$ cat src/rtl/lc3_execute.sv
// LC-3 Execute stage: operand bypass, ALU, address generation, and the registered
// hand-off to MemAccess/Writeback. Optional macro LC3_EXEC_BUBBLE_EN clears control outputs on stall.
module lc3_execute #(
  parameter int DW = 16
) (
  input  logic          clock,
  input  logic          reset,
  input  logic          enable_execute,
  input  logic [15:0]   IR,
  input  logic [DW-1:0] npc_out,
  input  logic [5:0]    E_control,
  input  logic [1:0]    W_control,
  input  logic          Mem_control,
  input  logic [DW-1:0] VSR1,
  input  logic [DW-1:0] VSR2,
  input  logic          bypass_alu_1,
  input  logic          bypass_alu_2,
  input  logic          bypass_mem_1,
  input  logic          bypass_mem_2,
  input  logic [DW-1:0] Mem_Bypass_Val,
  output logic [DW-1:0] aluout,
  output logic [DW-1:0] pcout,
  output logic [1:0]    W_Control_out,
  output logic          Mem_Control_out,
  output logic [DW-1:0] M_Data,
  output logic [2:0]    dr,
  output logic [2:0]    NZP,
  output logic [15:0]   IR_Exec,
  output logic [2:0]    sr1,
  output logic [2:0]    sr2
);

  logic [3:0]    opcode;
  logic [1:0]    alu_op;
  logic [1:0]    pcsel1;
  logic          pcsel2;
  logic          op2sel;

  logic [DW-1:0] aluout_reg, pcout_reg, m_data_reg;
  logic [1:0]    w_ctl_reg;
  logic          mem_ctl_reg;
  logic [2:0]    dr_reg, nzp_reg;
  logic [15:0]   ir_reg;

  logic [DW-1:0] aluout_next, pcout_next, alu_res, alu_b, offset, base;
  logic [2:0]    dr_next, nzp_next;

  logic [1:0]    byp_alu, byp_mem;
  logic [DW-1:0] vsr     [2];
  logic [DW-1:0] operand [2];

  assign opcode = IR[15:12];
  assign alu_op = E_control[5:4];
  assign pcsel1 = E_control[3:2];
  assign pcsel2 = E_control[1];
  assign op2sel = E_control[0];

  // Stores read their data register through the sr2 port.
  assign sr1 = IR[8:6];
  assign sr2 = (opcode == 4'b0011 || opcode == 4'b0111 || opcode == 4'b1011) ? IR[11:9] : IR[2:0];

  assign byp_alu = {bypass_alu_2, bypass_alu_1};
  assign byp_mem = {bypass_mem_2, bypass_mem_1};
  assign vsr[0]  = VSR1;
  assign vsr[1]  = VSR2;

  // The previous-result path beats MemAccess because it holds the younger value.
  for (genvar gi = 0; gi < 2; gi++) begin : g_operand
    assign operand[gi] = byp_alu[gi] ? aluout_reg :
                         byp_mem[gi] ? Mem_Bypass_Val : vsr[gi];
  end

  assign alu_b = op2sel ? operand[1] : {{(DW-5){IR[4]}}, IR[4:0]};
  assign base  = pcsel2 ? npc_out : operand[0];

  always_comb begin
    alu_res = operand[0];
    case (alu_op)
      2'b00:   alu_res = operand[0] + alu_b;
      2'b01:   alu_res = operand[0] & alu_b;
      2'b10:   alu_res = ~operand[0];
      default: alu_res = operand[0];
    endcase
  end

  always_comb begin
    offset = '0;
    case (pcsel1)
      2'b00:   offset = {{(DW-11){IR[10]}}, IR[10:0]};
      2'b01:   offset = {{(DW-9){IR[8]}}, IR[8:0]};
      2'b10:   offset = {{(DW-6){IR[5]}}, IR[5:0]};
      default: offset = '0;
    endcase
  end

  assign pcout_next = base + offset;

  always_comb begin
    aluout_next = pcout_next;
    dr_next     = 3'b000;
    nzp_next    = 3'b000;
    case (opcode)
      4'b0001, 4'b0101, 4'b1001: begin
        aluout_next = alu_res;
        dr_next     = IR[11:9];
      end
      4'b0010, 4'b0110, 4'b1010, 4'b1110: dr_next = IR[11:9];
      4'b0000: nzp_next = IR[11:9];
      4'b1100: nzp_next = 3'b111;
      default: ;
    endcase
  end

  always_ff @(posedge clock) begin
    if (!reset) begin
      aluout_reg  <= '0;
      pcout_reg   <= '0;
      m_data_reg  <= '0;
      w_ctl_reg   <= '0;
      mem_ctl_reg <= 1'b0;
      dr_reg      <= '0;
      nzp_reg     <= '0;
      ir_reg      <= '0;
    end else if (enable_execute) begin
      aluout_reg  <= aluout_next;
      pcout_reg   <= pcout_next;
      m_data_reg  <= operand[1];
      w_ctl_reg   <= W_control;
      mem_ctl_reg <= Mem_control;
      dr_reg      <= dr_next;
      nzp_reg     <= nzp_next;
      ir_reg      <= IR;
    end else begin
`ifdef LC3_EXEC_BUBBLE_EN
      // A stalled branch or writeback must not fire twice downstream.
      w_ctl_reg   <= '0;
      mem_ctl_reg <= 1'b0;
      nzp_reg     <= '0;
`else
      w_ctl_reg   <= w_ctl_reg;
      mem_ctl_reg <= mem_ctl_reg;
      nzp_reg     <= nzp_reg;
`endif
    end
  end

  assign aluout          = aluout_reg;
  assign pcout           = pcout_reg;
  assign M_Data          = m_data_reg;
  assign W_Control_out   = w_ctl_reg;
  assign Mem_Control_out = mem_ctl_reg;
  assign dr              = dr_reg;
  assign NZP             = nzp_reg;
  assign IR_Exec         = ir_reg;

endmodule

$ cat config.mk
export PLATFORM = sky130hd
export DESIGN_NAME = lc3_execute
export DESIGN_NICKNAME = d
export VERILOG_FILES = /design/src/rtl/lc3_execute.sv
export SDC_FILE = /design/constraint.sdc
export NUM_CORES = 1
export LEC_CHECK = 0
export BUFFER_PORTS_ARGS = -buffer_cell sky130_fd_sc_hd__clkbuf_2
export CAP_MARGIN = 40
export CORE_ASPECT_RATIO = 0.8
export CORE_MARGIN = 4
export CORE_UTILIZATION = 45
export CTS_BUF_LIST = sky130_fd_sc_hd__clkbuf_16
export DETAILED_ROUTE_END_ITERATION = 12
export PLACE_DENSITY = 0.73
export SLEW_MARGIN = 40
export SYNTH_ARGS = -nofsm -noshare
export SYNTH_HDL_FRONTEND = slang
export SYNTH_SLANG_ARGS = --single-unit
export TNS_END_PERCENT = 30
$ cat constraint.sdc
create_clock -name clock -period 3.96 [get_ports clock]
set_input_delay 0.792 -clock clock [delete_from_list [all_inputs] [get_ports clock]]
set_output_delay 0.792 -clock clock [all_outputs]
set_load 0.1 [all_outputs]
* After elaboration in Yosys (flattened, before gate mapping)
Cells that the tools add are included.
** Word-level totals
- Register bits :: 73
- Output and inout port bits :: 79
- Bits of input ports :: 96
- Word-level logic and storage cells :: 46
** Operators by class
- Bitwise operators :: 2
- Mux-type cells :: 12
- Add/sub/neg operators :: 2
- Reduce and logical (&&, ||, !) cells :: 7
- Equality and inequality tests :: 15
** Operators with widths (number)
- $mux 16 :: 7
- $pmux 16 s3 :: 2
- $add 16x16->16 :: 2
- $eq 4x4->1 const B :: 5
- $and 16x16->16 :: 1
- $not 16->16 :: 1
- $eq 4x3->1 const B :: 3
- $eq 4x2->1 const B :: 2
- $reduce_or 7->1 :: 1
- $mux 3 :: 2
- $pmux 3 s2 :: 1
- $eq 2x1->1 const B :: 2
- $eq 2x2->1 const B :: 2
- $eq 4x1->1 const B :: 1
- $logic_not 2->1 :: 2
- $logic_not 4->1 :: 1
- $reduce_or 3->1 :: 1
- $logic_or 1x1->1 :: 2

* Longest topological paths before layout
Gate-level depths: netlist (run 1).
- Depth after elaboration :: 6
- Mapped depth :: 14

* Worst setup path after synthesis (run 1)
No wires, ideal clock.
- Path type :: input -> register
- Start point :: input bypass_mem_2
- End point :: register aluout_reg[10] (netlist: aluout[10])
- Path buffers :: 2
- Required time :: 3.897 ns
- Path slack :: -0.067 ns
- Stages on the path :: 14
- Library setup time :: 0.063 ns
- Arrival time :: 3.964 ns
- Cell sequence :: clkbuf_1 buf_2 mux2i_1 o21ai_0 mux2_2 ha_1 fa_1 a211oi_1 o21ai_0 a41oi_1 xnor2_1 nor2_1 a2111oi_0 a221o_1
** Between the ends
- Cells in the longest elaborated chain, start to end :: 6
** RTL lines
- from (decl) :: RTL line 19 : input logic bypass_mem_2,
- $mux 16 (*) :: RTL line 70 : byp_mem[gi] ? Mem_Bypass_Val : vsr[gi];
- $mux 16 (*) :: RTL line 69 : assign operand[gi] = byp_alu[gi] ? aluout_reg :
- $mux 16 (*) :: RTL line 73 : assign alu_b = op2sel ? operand[1] : {{(DW-5){IR[4]}}, IR[4:0]};
- $add 16x16->16 or $and 16x16->16 (tied branches) :: RTL line 79, 80
- $pmux 16 s3 (*) :: RTL line 78 : case (alu_op)
- $mux 16 (*) :: RTL line 102 : case (opcode)
- to (signal assigned) :: RTL line 125 : aluout_reg <= aluout_next;
- to (decl) :: RTL line 39 : logic [DW-1:0] aluout_reg, pcout_reg, m_data_reg;
Mark *: on every way between the ends. The rest lies on a longest branch, timed or not.
A chain may end at the register's enable or synchronous reset.

* Worst setup path in the final report (run 1)
- Start point :: input bypass_mem_2
- End point :: register aluout_reg[13] (netlist: aluout[13])
The elaborated chain is that of the path after synthesis.

==> impl_metrics.csv, run 1 <==
group,metric,value,unit
outcome,status,"finished clean",
clock_network,cts_tree,"built",
sta,slew_headroom,0.496,
detailed_routing,dr_total_vias,6105,
setup_path,cp.required,4.19,ns
global_route,grt_pass1_vias,5767,
synthesis,synth_edf_count,0,
synthesis,synth_cell_type_count,63,
pwr,p_leak,3.53,nW
detailed_routing,wirelength,19500,µm
synthesis,synth.avg_cell_area,7.97,µm²
sta,fin_crit,3.62,ns
pwr,ir_drop,0.260,mV
clock_network,cts.htree.levels,3,
detailed_routing,dr.pass1.iters,6,
sta,maxSlewViolCount,0,
sta,fin_crit_sh,0.915,
global_route,grt_pass1_wl,30500,µm
clock_network,clock_path_buffers,2,
clock_network,clock_latency,0.34,ns
clock_network,cts_buffers,9,
detailed_routing,vias_per_cell,5.63,
sta,fin_ws,0.337,ns
sta,hold_ws,0.482,ns
setup_path,crit_arrival,3.85,ns
floorplan,start_util,0.459,
cells_and_area,diodes,0,
placed_design,gp_congestion,1.01,
setup_path,start_kind,"input pin",
pwr,power,3.28,mW
synthesis,ys.flop_type,"dfxtp_1",
setup_path,end_kind,"flip-flop",
placed_design,dpl_cell_area,6990,µm²
sta,skew,0.00684,ns
cells_and_area,fin_cells,1085,
sta,timing.fmax,276,MHz
placed_design,dp.cells,1069,
floorplan,die-height,110,µm
placed_design,port-buffer-count,174,
placed_design,post-place-ws,0.0713,ns
floorplan,ioPinCount,175,
floorplan,core_area,12800,µm²
synthesis,synth_cells,738,
global_route,grt.total_usage,0.261,
synthesis,ys_async_sr_fraction,0,
floorplan,rows,37,
cells_and_area,final_nets,1034,
pwr,power_density,448,nW/µm²
sta,grt_setup_unrepaired,"false",
cells_and_area,fin_util,0.570,
global_route,grt_overflow_total,0,
detailed_routing,drtAntennaViolNets,0,
setup_path,worstSetupPathType,"in2reg",
global_route,grt_max_degree,49,
synthesis,seq_area_frac_synth,0.248,
clock_network,cts_setup_buffers,0,
synthesis,syn_area,5880,µm²
clock_network,cts-root-buf,"clkbuf_16",
detailed_routing,drt_iter0_markers,567,
cells_and_area,drive_gt1_frac,0.276,
floorplan,dieArea,15000,µm²
detailed_routing,drc,0,
min_path,hp-class,"reg2reg",
setup_path,worstPathMaxFanout,14,
clock_network,ctsHoldBuffers,0,
cells_and_area,stdcell_area,7320,µm²
clock_network,path_clk_slew,0.06,ns
synthesis,synth_fp_nets,867,
cells_and_area,area_growth,24.4,%
detailed_routing,wl_per_cell,17.9,µm
synthesis,yosys_warnings,0,
synthesis,synth_seq_cells,73,
clock_network,cts_sinks,73,
sta,max_slew.worst_pin.slew,0.754,ns
sta,setup_viol,0,
global_route,antenna_found_initial,0,
sta,finalHoldViolations,0,
placed_design,dp_hpwl,15300,µm
clock_network,cts-resized-gates,0,
floorplan,die_w,136,µm
run,max_cap_violations,0,
sta,setup_tns,0,ns
[area by class of cell]
cell class | count | area [µm²]
Sequential cell | 73 | 1460
Inverter | 25 | 93.8
Fill cell | 1216 | 5510
Clock inverter | 7 | 103
Timing Repair Buffer | 203 | 1090
Tap cell | 175 | 219
Multi-Input combinational cell | 593 | 4120
Clock buffer | 9 | 225
[placed cells by master (no fill, tap or decap), drive strengths merged, types with 7 or more instances in the layout]
cell type and count:
clkbuf 182, nand2 103, mux2i 81, o21ai 74
dfxtp 73, nor2b 48, nor2 35, ha 31
buf 30, inv 27, a21oi 26, mux2 24
xnor2 16, and2 12, o21a 10, a21o 10
nand2b 9, a21boi 9, a211oi 9, a31oi 8
o211ai 7
[cells in the mapped netlist (3+ instances only)]
| cell type | n | area share |
|---|---|---|
| a2111oi_0 | 5 | 0.0074 |
| a211oi_1 | 8 | 0.010 |
| a21boi_0 | 9 | 0.011 |
| a21o_1 | 10 | 0.013 |
| a21oi_1 | 26 | 0.022 |
| a221o_1 | 6 | 0.010 |
| a22o_1 | 3 | 0.0045 |
| a31oi_1 | 8 | 0.0085 |
| and2_1 | 12 | 0.013 |
| buf_1 | 7 | 0.0045 |
| buf_2 | 4 | 0.0034 |
| buf_4 | 4 | 0.0051 |
| clkbuf_1 | 31 | 0.020 |
| dfxtp_1 | 73 | 0.25 |
| ha_1 | 31 | 0.066 |
| inv_1 | 25 | 0.016 |
| mux2_2 | 24 | 0.046 |
| mux2i_1 | 81 | 0.14 |
| nand2_1 | 102 | 0.065 |
| nand2b_1 | 9 | 0.0096 |
| nand3_1 | 6 | 0.0051 |
| nand4_1 | 4 | 0.0043 |
| nor2_1 | 35 | 0.022 |
| nor2b_1 | 47 | 0.050 |
| nor3_1 | 4 | 0.0034 |
| o211ai_1 | 6 | 0.0077 |
| o21a_1 | 10 | 0.013 |
| o21ai_0 | 73 | 0.062 |
| o21bai_1 | 3 | 0.0038 |
| o22ai_1 | 6 | 0.0064 |
| o311ai_0 | 4 | 0.0060 |
| o31ai_1 | 3 | 0.0038 |
| or3_1 | 3 | 0.0032 |
| xnor2_1 | 16 | 0.024 |
| xor2_1 | 5 | 0.0074 |
[routing by layer]
metal	vias to the layer above	track usage	routed length, µm
li1	2975	-	-
met1	2752	0.353	8600
met2	331	0.401	8320
met3	47	0.0635	1950
met4	0	0.104	602
met5	-	0	0
[worst max-delay path, stage by stage]
cell and delay, ns:
clkbuf_2 0.16, buf_4 0.34, mux2i_1 0.22, o21ai_0 0.12
mux2_2 0.29, ha_1 0.37, o21ai_1 0.21, o21bai_1 0.11
a31o_2 0.28, or3_1 0.34, a41oi_1 0.25, a2111oi_1 0.10
a221o_1 0.26
[worst paths after layout]
path	from	endpoint	slack (ns)	cells after the start
max	bypass_mem_2	aluout[13]	0.34	13
min	IR_Exec[9]	IR_Exec[9]	0.48	2
max reg2reg	aluout[0]	aluout[10]	0.86	12
min reg2reg	IR_Exec[9]	IR_Exec[9]	0.48	2
[kinds of logic (layout without fill, tap and decap cells)]
group           Yosys count  after routing  share of synthesized area
fa+ha+maj                33             33                     0.0728
buf+inv                  72            244                     0.0506
compound gates          199            199                      0.220
simple gates            235            235                      0.193
flops                    73             73                      0.248
mux                     105            105                      0.184
xor+xnor                 21             21                     0.0313
[power breakdown]
part	total (mW)	leakage, nW	internal [mW]	switching (mW)
logic	1.50	2.77	0.433	1.07
registers	0.861	0.601	0.804	0.0570
clock network	0.913	0.162	0.560	0.354
total	3.28	3.53	1.80	1.48
(Power assumes the default switching activity.)
==> run 2: changes to the inputs <==
- ABC_AREA: default -> 1
- ABC_CLOCK_PERIOD_IN_PS: default -> 3960
==> run 2 against run 1 <==
  * Global-route usage is 2.9 points higher
  * Synthesized cell count increased by 39%
  * Sequential power is essentially flat
  * First-iteration DRC count grew 51%
  * Non-clock buffer count is 13 lower
  * Largest cell class unchanged
  * Highest routed layer unchanged
==> impl_metrics.csv, run 2 <==
group,metric,value,unit
clock_network,clock_path_buffers,2,
min_path,hold_depth,2,
sta,fin_crit_sh,0.811,
global_route,antenna_found_initial,0,
clock_network,cts_setup_buffers,0,
setup_path,worstSetupPathType,"in2reg",
min_path,min_from,"IR_Exec[10]",
sta,max_slew.worst_pin.slew,0.731,ns
setup_path,end_kind,"flip-flop",
synthesis,synth_edf_count,0,
pwr,p_leak,3.99,nW
synthesis,yosys-top-cells-area,"dfxtp_1 24%, nand2_1 20%, nand3_1 7.7%, inv_1 7.4%, o21ai_0 7.1%",
synthesis,seq_area_frac_synth,0.241,
clock_network,path_clk_slew,0.06,ns
setup_path,crit_top_cell,"nand2_1",
clock_network,ctsHoldBuffers,0,
clock_network,cts-resized-gates,0,
pwr,ir_drop,0.211,mV
outcome,status,"finished clean",
sta,finalHoldViolations,0,
global_route,grt_pass1_wl,35300,µm
setup_path,reg2regPathDepth,16,
detailed_routing,drc,0,
placed_design,dp_hpwl,18200,µm
synthesis,synth_fp_nets,1158,
setup_path,cp.required,4.20,ns
setup_path,crit_slowest_cell,"fa_1",
detailed_routing,vias_per_cell,5.38,
cells_and_area,drive_gt1_frac,0.190,
cells_and_area,fillers,1347,
synthesis,synth_cells,1029,
sta,maxSlewViolCount,0,
setup_path,rr_endpoint,"aluout[8]",
floorplan,rows,37,
clock_network,cts-root-buf,"clkbuf_16",
detailed_routing,dr.pass1.iters,6,
clock_network,cts_sinks,73,
cells_and_area,final_common_cell,"nand2_1",
global_route,grt_pass1_vias,6551,
cells_and_area,seqCellArea,1460,µm²
floorplan,dieArea,15400,µm²
synthesis,ys_async_sr_fraction,0,
sta,skew,0.00799,ns
synthesis,yosys_warnings,0,
cells_and_area,diodes,0,
floorplan,core_area,13000,µm²
sta,slew_headroom,0.512,
floorplan,die-height,112,µm
synthesis,synth.avg_cell_area,5.89,µm²
detailed_routing,drtAntennaViolNets,0,
cells_and_area,mostFrequentLayoutCells,"321 x nand2_1, 173 x clkbuf_2, 119 x inv_1",
setup_path,cpPeakStageDelay,0.43,ns
synthesis,syn_area,6060,µm²
detailed_routing,dr_total_vias,7326,
pwr,power_density,429,nW/µm²
global_route,grt_overflow_total,0,
synthesis,synth.top_cell.area_share,0.241,
synthesis,ys.flop_type,"dfxtp_1",
clock_network,cts.htree.levels,3,
sta,grt_setup_unrepaired,"false",
global_route,grt.total_usage,0.290,
cells_and_area,multi_input_area,3880,µm²
synthesis,synth_top_area_cell,"dfxtp_1",
floorplan,start_util,0.466,
cells_and_area,area_growth,20.7,%
synthesis,synth_seq_cells,73,
sta,timing.fmax,311,MHz
clock_network,clock_latency,0.34,ns
sta,fin_crit,3.21,ns
floorplan,ioPinCount,175,
setup_path,crit_arrival,3.45,ns
detailed_routing,drt_iter0_markers,859,
floorplan,die_w,138,µm
synthesis,synth_common_cells,"321 x nand2_1, 119 x inv_1, 93 x nand3_1",
run,max_cap_violations,0,
synthesis,synth_cell_type_count,45,
global_route,grt_max_degree,61,
sta,hold_ws,0.466,ns
setup_path,worstPathMaxFanout,17,
setup_path,crit_chain,"clkbuf_2 -> inv_4 -> nand2_1 -> nand2_1 -> nand2_1 -> o21a_1 -> o21ai_0 -> ha_1 -> inv_1 -> fa_1 -> o21ai_2 -> nand2_1 -> nand2_1 -> nand3_1 -> nand2_1 -> nand2_1 -> nand3_1 -> nand3_1 -> nand2_1 -> inv_1",
detailed_routing,wirelength,22900,µm
cells_and_area,final_nets,1310,
sta,setup_tns,0,ns
setup_path,rrSetupSlack,1.29,ns
clock_network,cts_tree,"built",
sta,setup_viol,0,
setup_path,reg2reg_from,"aluout[0]",
setup_path,start_kind,"input pin",
placed_design,gp_congestion,1.02,
placed_design,port-buffer-count,174,
min_path,min_to,"IR_Exec[10]",
detailed_routing,wl_per_cell,16.8,µm
min_path,hp-class,"reg2reg",
synthesis,synth.most_common_cell,"nand2_1",
clock_network,cts_buffers,9,
[run 2: stage by stage]
stage	setup WS, ns	utilization	area [µm²]	power [mW]	std cells
floorplan	0.0419	-	6060	1.98	1029
global placement	0.553	0.541	7030	2.32	1345
detailed placement	0.463	0.541	7030	2.32	1345
CTS	0.796	0.563	7320	3.13	1361
global route	0.478	0.563	7320	3.30	1361
finish	0.747	0.563	7320	3.14	1361
[run 2: critical path: cells and delay by family]
family | cells | cell delay, ns
AO/OA/AOI/OAI | 3 | 0.56
adder cells (fa/ha/maj) | 2 | 0.63
buffers and inverters | 4 | 0.57
AND/OR/NAND/NOR | 11 | 0.88
[run 2: layout make-up]
type,count,area share
multi-input combinational,780,0.531
sequential,73,0.200
timing repair buffer,190,0.135
inverter,127,0.0655
clock buffer,9,0.0308
tap,175,0.0299
clock inverter,7,0.00821
[run 2: per-layer routing]
layer | GRT usage | vias up | wire (µm)
met5 | 0 | - | 0
met3 | 0.0863 | 24 | 3010
li1 | - | 3675 | -
met4 | 0.0586 | 0 | 340
met2 | 0.417 | 426 | 9240
met1 | 0.427 | 3201 | 10300
[run 2: cell families (layout without fill, tap and decap cells)]
kind of cell               after synthesis  after routing  share of synthesized area
xor gates and xnor gates                 6              6                    0.00867
and+or+nand+nor                        528            528                      0.364
buffers and inverters                  176            333                      0.118
DFF                                     73             73                      0.241
AOI/OAI and AO/OA                      212            212                      0.195
muxes                                    1              1                    0.00186
adders and majority gates               33             33                     0.0706
[run 2: report_power, final]
group / total (mW) / switching, mW / internal, mW
Sequential: 0.859 / 0.0603 / 0.799
Combinational: 1.47 / 1.11 / 0.362
Clock: 0.806 / 0.370 / 0.436
[run 2: how the worst max path moves through the flow]
stage,slack [ns],depth (start not counted),startpoint,end
after floorplan,0.04,3,IR[15],sr2[0]
after global placement,0.55,20,bypass_mem_1,aluout[8]
after detailed placement,0.46,20,bypass_mem_1,aluout[8]
after CTS,0.80,20,bypass_mem_1,aluout[8]
after global routing,0.48,20,bypass_mem_1,aluout[8]
final,0.75,20,bypass_mem_1,aluout[8]
==> run 3: changes to the inputs <==
- ABC_CLOCK_PERIOD_IN_PS: 3960 -> 2900
- clock period: 3.96 -> 2.9 ns (I/O delays scaled with it)
==> run 3 against run 2 <==
  * Global-route usage is 1.6 points higher
  * Via count is 6.9% higher
  * Register-to-register slack got worse by 1.0 ns
  * Die area did not move
  * Combinational power rose by 54%
  * Non-clock buffer count is 91 higher
  * Worst hold slack got worse by 0.0019 ns
  * Setup slack got worse by 0.65 ns
  * Critical endpoint unchanged
==> impl_metrics.csv, run 3 (synthesized netlist as in run 2, its figures left out) <==
group,metric,value,unit
pwr,power,4.55,mW
min_path,min_to,"Mem_Control_out",
pwr,ir_drop,0.318,mV
cells_and_area,drive_gt1_frac,0.250,
detailed_routing,drtAntennaViolNets,0,
setup_path,end_kind,"flip-flop",
min_path,min_from,"Mem_control",
global_route,grt_overflow_total,0,
detailed_routing,wl_per_cell,16.6,µm
detailed_routing,vias_per_cell,5.39,
global_route,grt.total_usage,0.306,
detailed_routing,dr_wl_met2,9920,µm
floorplan,die-height,112,µm
cells_and_area,area_growth,32.7,%
setup_path,rrSetupSlack,0.27,ns
sta,hold_ws,0.464,ns
sta,skew,0.00806,ns
floorplan,start_util,0.466,
floorplan,die_w,138,µm
run,max_cap_violations,0,
placed_design,dp_hpwl,19100,µm
pwr,p_leak,4.44,nW
sta,timing.fmax,357,MHz
floorplan,rows,37,
pwr,power_density,566,nW/µm²
cells_and_area,multi_input_area,3900,µm²
sta,fin_crit,2.80,ns
sta,grt_setup_unrepaired,"true",
min_path,hp-class,"in2reg",
global_route,antenna_found_initial,0,
setup_path,start_kind,"input pin",
setup_path,reg2reg_from,"aluout[0]",
clock_network,cts_tree,"built",
detailed_routing,dr_total_vias,7833,
global_route,grt_pass1_wl,36900,µm
setup_path,cp.required,3.15,ns
sta,finalHoldViolations,0,
placed_design,dpl_cell_area,7740,µm²
clock_network,cts-root-buf,"clkbuf_16",
detailed_routing,dr_wl_met3,3180,µm
cells_and_area,seqCellArea,1460,µm²
cells_and_area,fillers,1263,
clock_network,clock_path_buffers,2,
detailed_routing,drt_iter0_markers,1017,
setup_path,rr_endpoint,"aluout[8]",
clock_network,cts_sinks,73,
cells_and_area,final_nets,1401,
sta,setup_viol,0,
clock_network,cts.htree.levels,3,
placed_design,gp_congestion,1.05,
sta,max_slew.worst_pin.slew,0.647,ns
cells_and_area,stdcell_area,8050,µm²
global_route,grt_max_degree,108,
min_path,hold_depth,3,
cells_and_area,mostFrequentLayoutCells,"321 x nand2_1, 173 x clkbuf_2, 119 x inv_1",
floorplan,core_area,13000,µm²
placed_design,port-buffer-count,174,
detailed_routing,routed.top_layer,"met4",
floorplan,ioPinCount,175,
clock_network,path_clk_slew,0.07,ns
setup_path,worstSetupPathType,"in2reg",
detailed_routing,dr.pass1.iters,7,
setup_path,crit_arrival,3.05,ns
cells_and_area,final_common_cell,"nand2_1",
placed_design,dp.cells,1436,
global_route,grt_pass1_vias,7027,
detailed_routing,drc,0,
clock_network,clock_latency,0.35,ns
setup_path,reg2regPathDepth,15,
clock_network,cts_buffers,9,
sta,slew_headroom,0.568,
sta,maxSlewViolCount,0,
setup_path,worstPathMaxFanout,16,
detailed_routing,wirelength,24200,µm
detailed_routing,met1_length,10600,µm
floorplan,dieArea,15400,µm²
sta,fin_crit_sh,0.967,
cells_and_area,fin_cells,1452,
cells_and_area,diodes,0,
outcome,status,"finished clean",
## run 3: changes by cell type in the layout (fill, tap and decap cells not counted), sizes merged
| cell | delta |
|---|---|
| buf | +91 |
| clkinv | +2 |
| clkinvlp | -1 |
| inv | -1 |
## run 3: final cells by class
cell class	count	area share
flip-flops and latches	73	0.182
multi-input cells	780	0.485
inverters	127	0.0596
clock inverters	7	0.00793
clock buffers	9	0.0280
repair buffers	281	0.211
well taps	175	0.0272
## run 3: worst max-delay path, cell delays in order
cell and delay (ns):
clkbuf_2 0.08, inv_1 0.12, buf_12 0.15, nand3_1 0.09, o21ai_0 0.12, o21ai_0 0.13, ha_1 0.25, fa_1 0.39
nand2_1 0.11, nand2_1 0.10, and2_1 0.19, nand2_1 0.09, nand3b_1 0.08, nand3_1 0.09, nand2_1 0.05, o21ai_1 0.20
nand3_1 0.11, nand2_1 0.08, inv_1 0.04
## run 3: how the worst max path moves through the flow
stage,startpoint,endpoint,slack (ns),depth (start not counted)
2_1_floorplan,aluout[0],pcout[8],-0.06,16
3_3_place_gp,bypass_alu_2,aluout[8],-0.21,19
3_5_place_dp,bypass_alu_1,aluout[10],-0.21,18
4_1_cts,bypass_alu_2,aluout[8],0.15,19
5_1_grt,bypass_mem_1,aluout[8],-0.01,21
6_report,bypass_alu_2,aluout[8],0.1,19
## run 3: stage by stage
step                worst slack [ns]  TNS, ns  utilization
floorplan                    -0.0562   -0.158            -
finish                        0.0964        0        0.619
global route                 -0.0142  -0.0142        0.619
detailed placement            -0.205    -1.48        0.595
global placement              -0.209    -1.27        0.595
CTS                            0.155        0        0.617
## run 3: power breakdown
part | leakage [nW] | internal [mW] | switching (mW)
clock network | 0.136 | 0.598 | 0.511
registers | 0.604 | 1.09 | 0.0809
logic | 3.70 | 0.684 | 1.59
total | 4.44 | 2.37 | 2.18
## run 3: metal layers
metal  track usage  vias to the layer above
met5             0                        -
met4        0.0856                        0
met3        0.0944                       37
met2         0.442                      480
met1         0.438                     3467
li1              -                     3849
## run 3: repair_timing
action	in CTS	in global routing
hold buffers	0	0
setup endpoints to repair	0	12
gates resized for setup	0	5
setup buffers	0	0
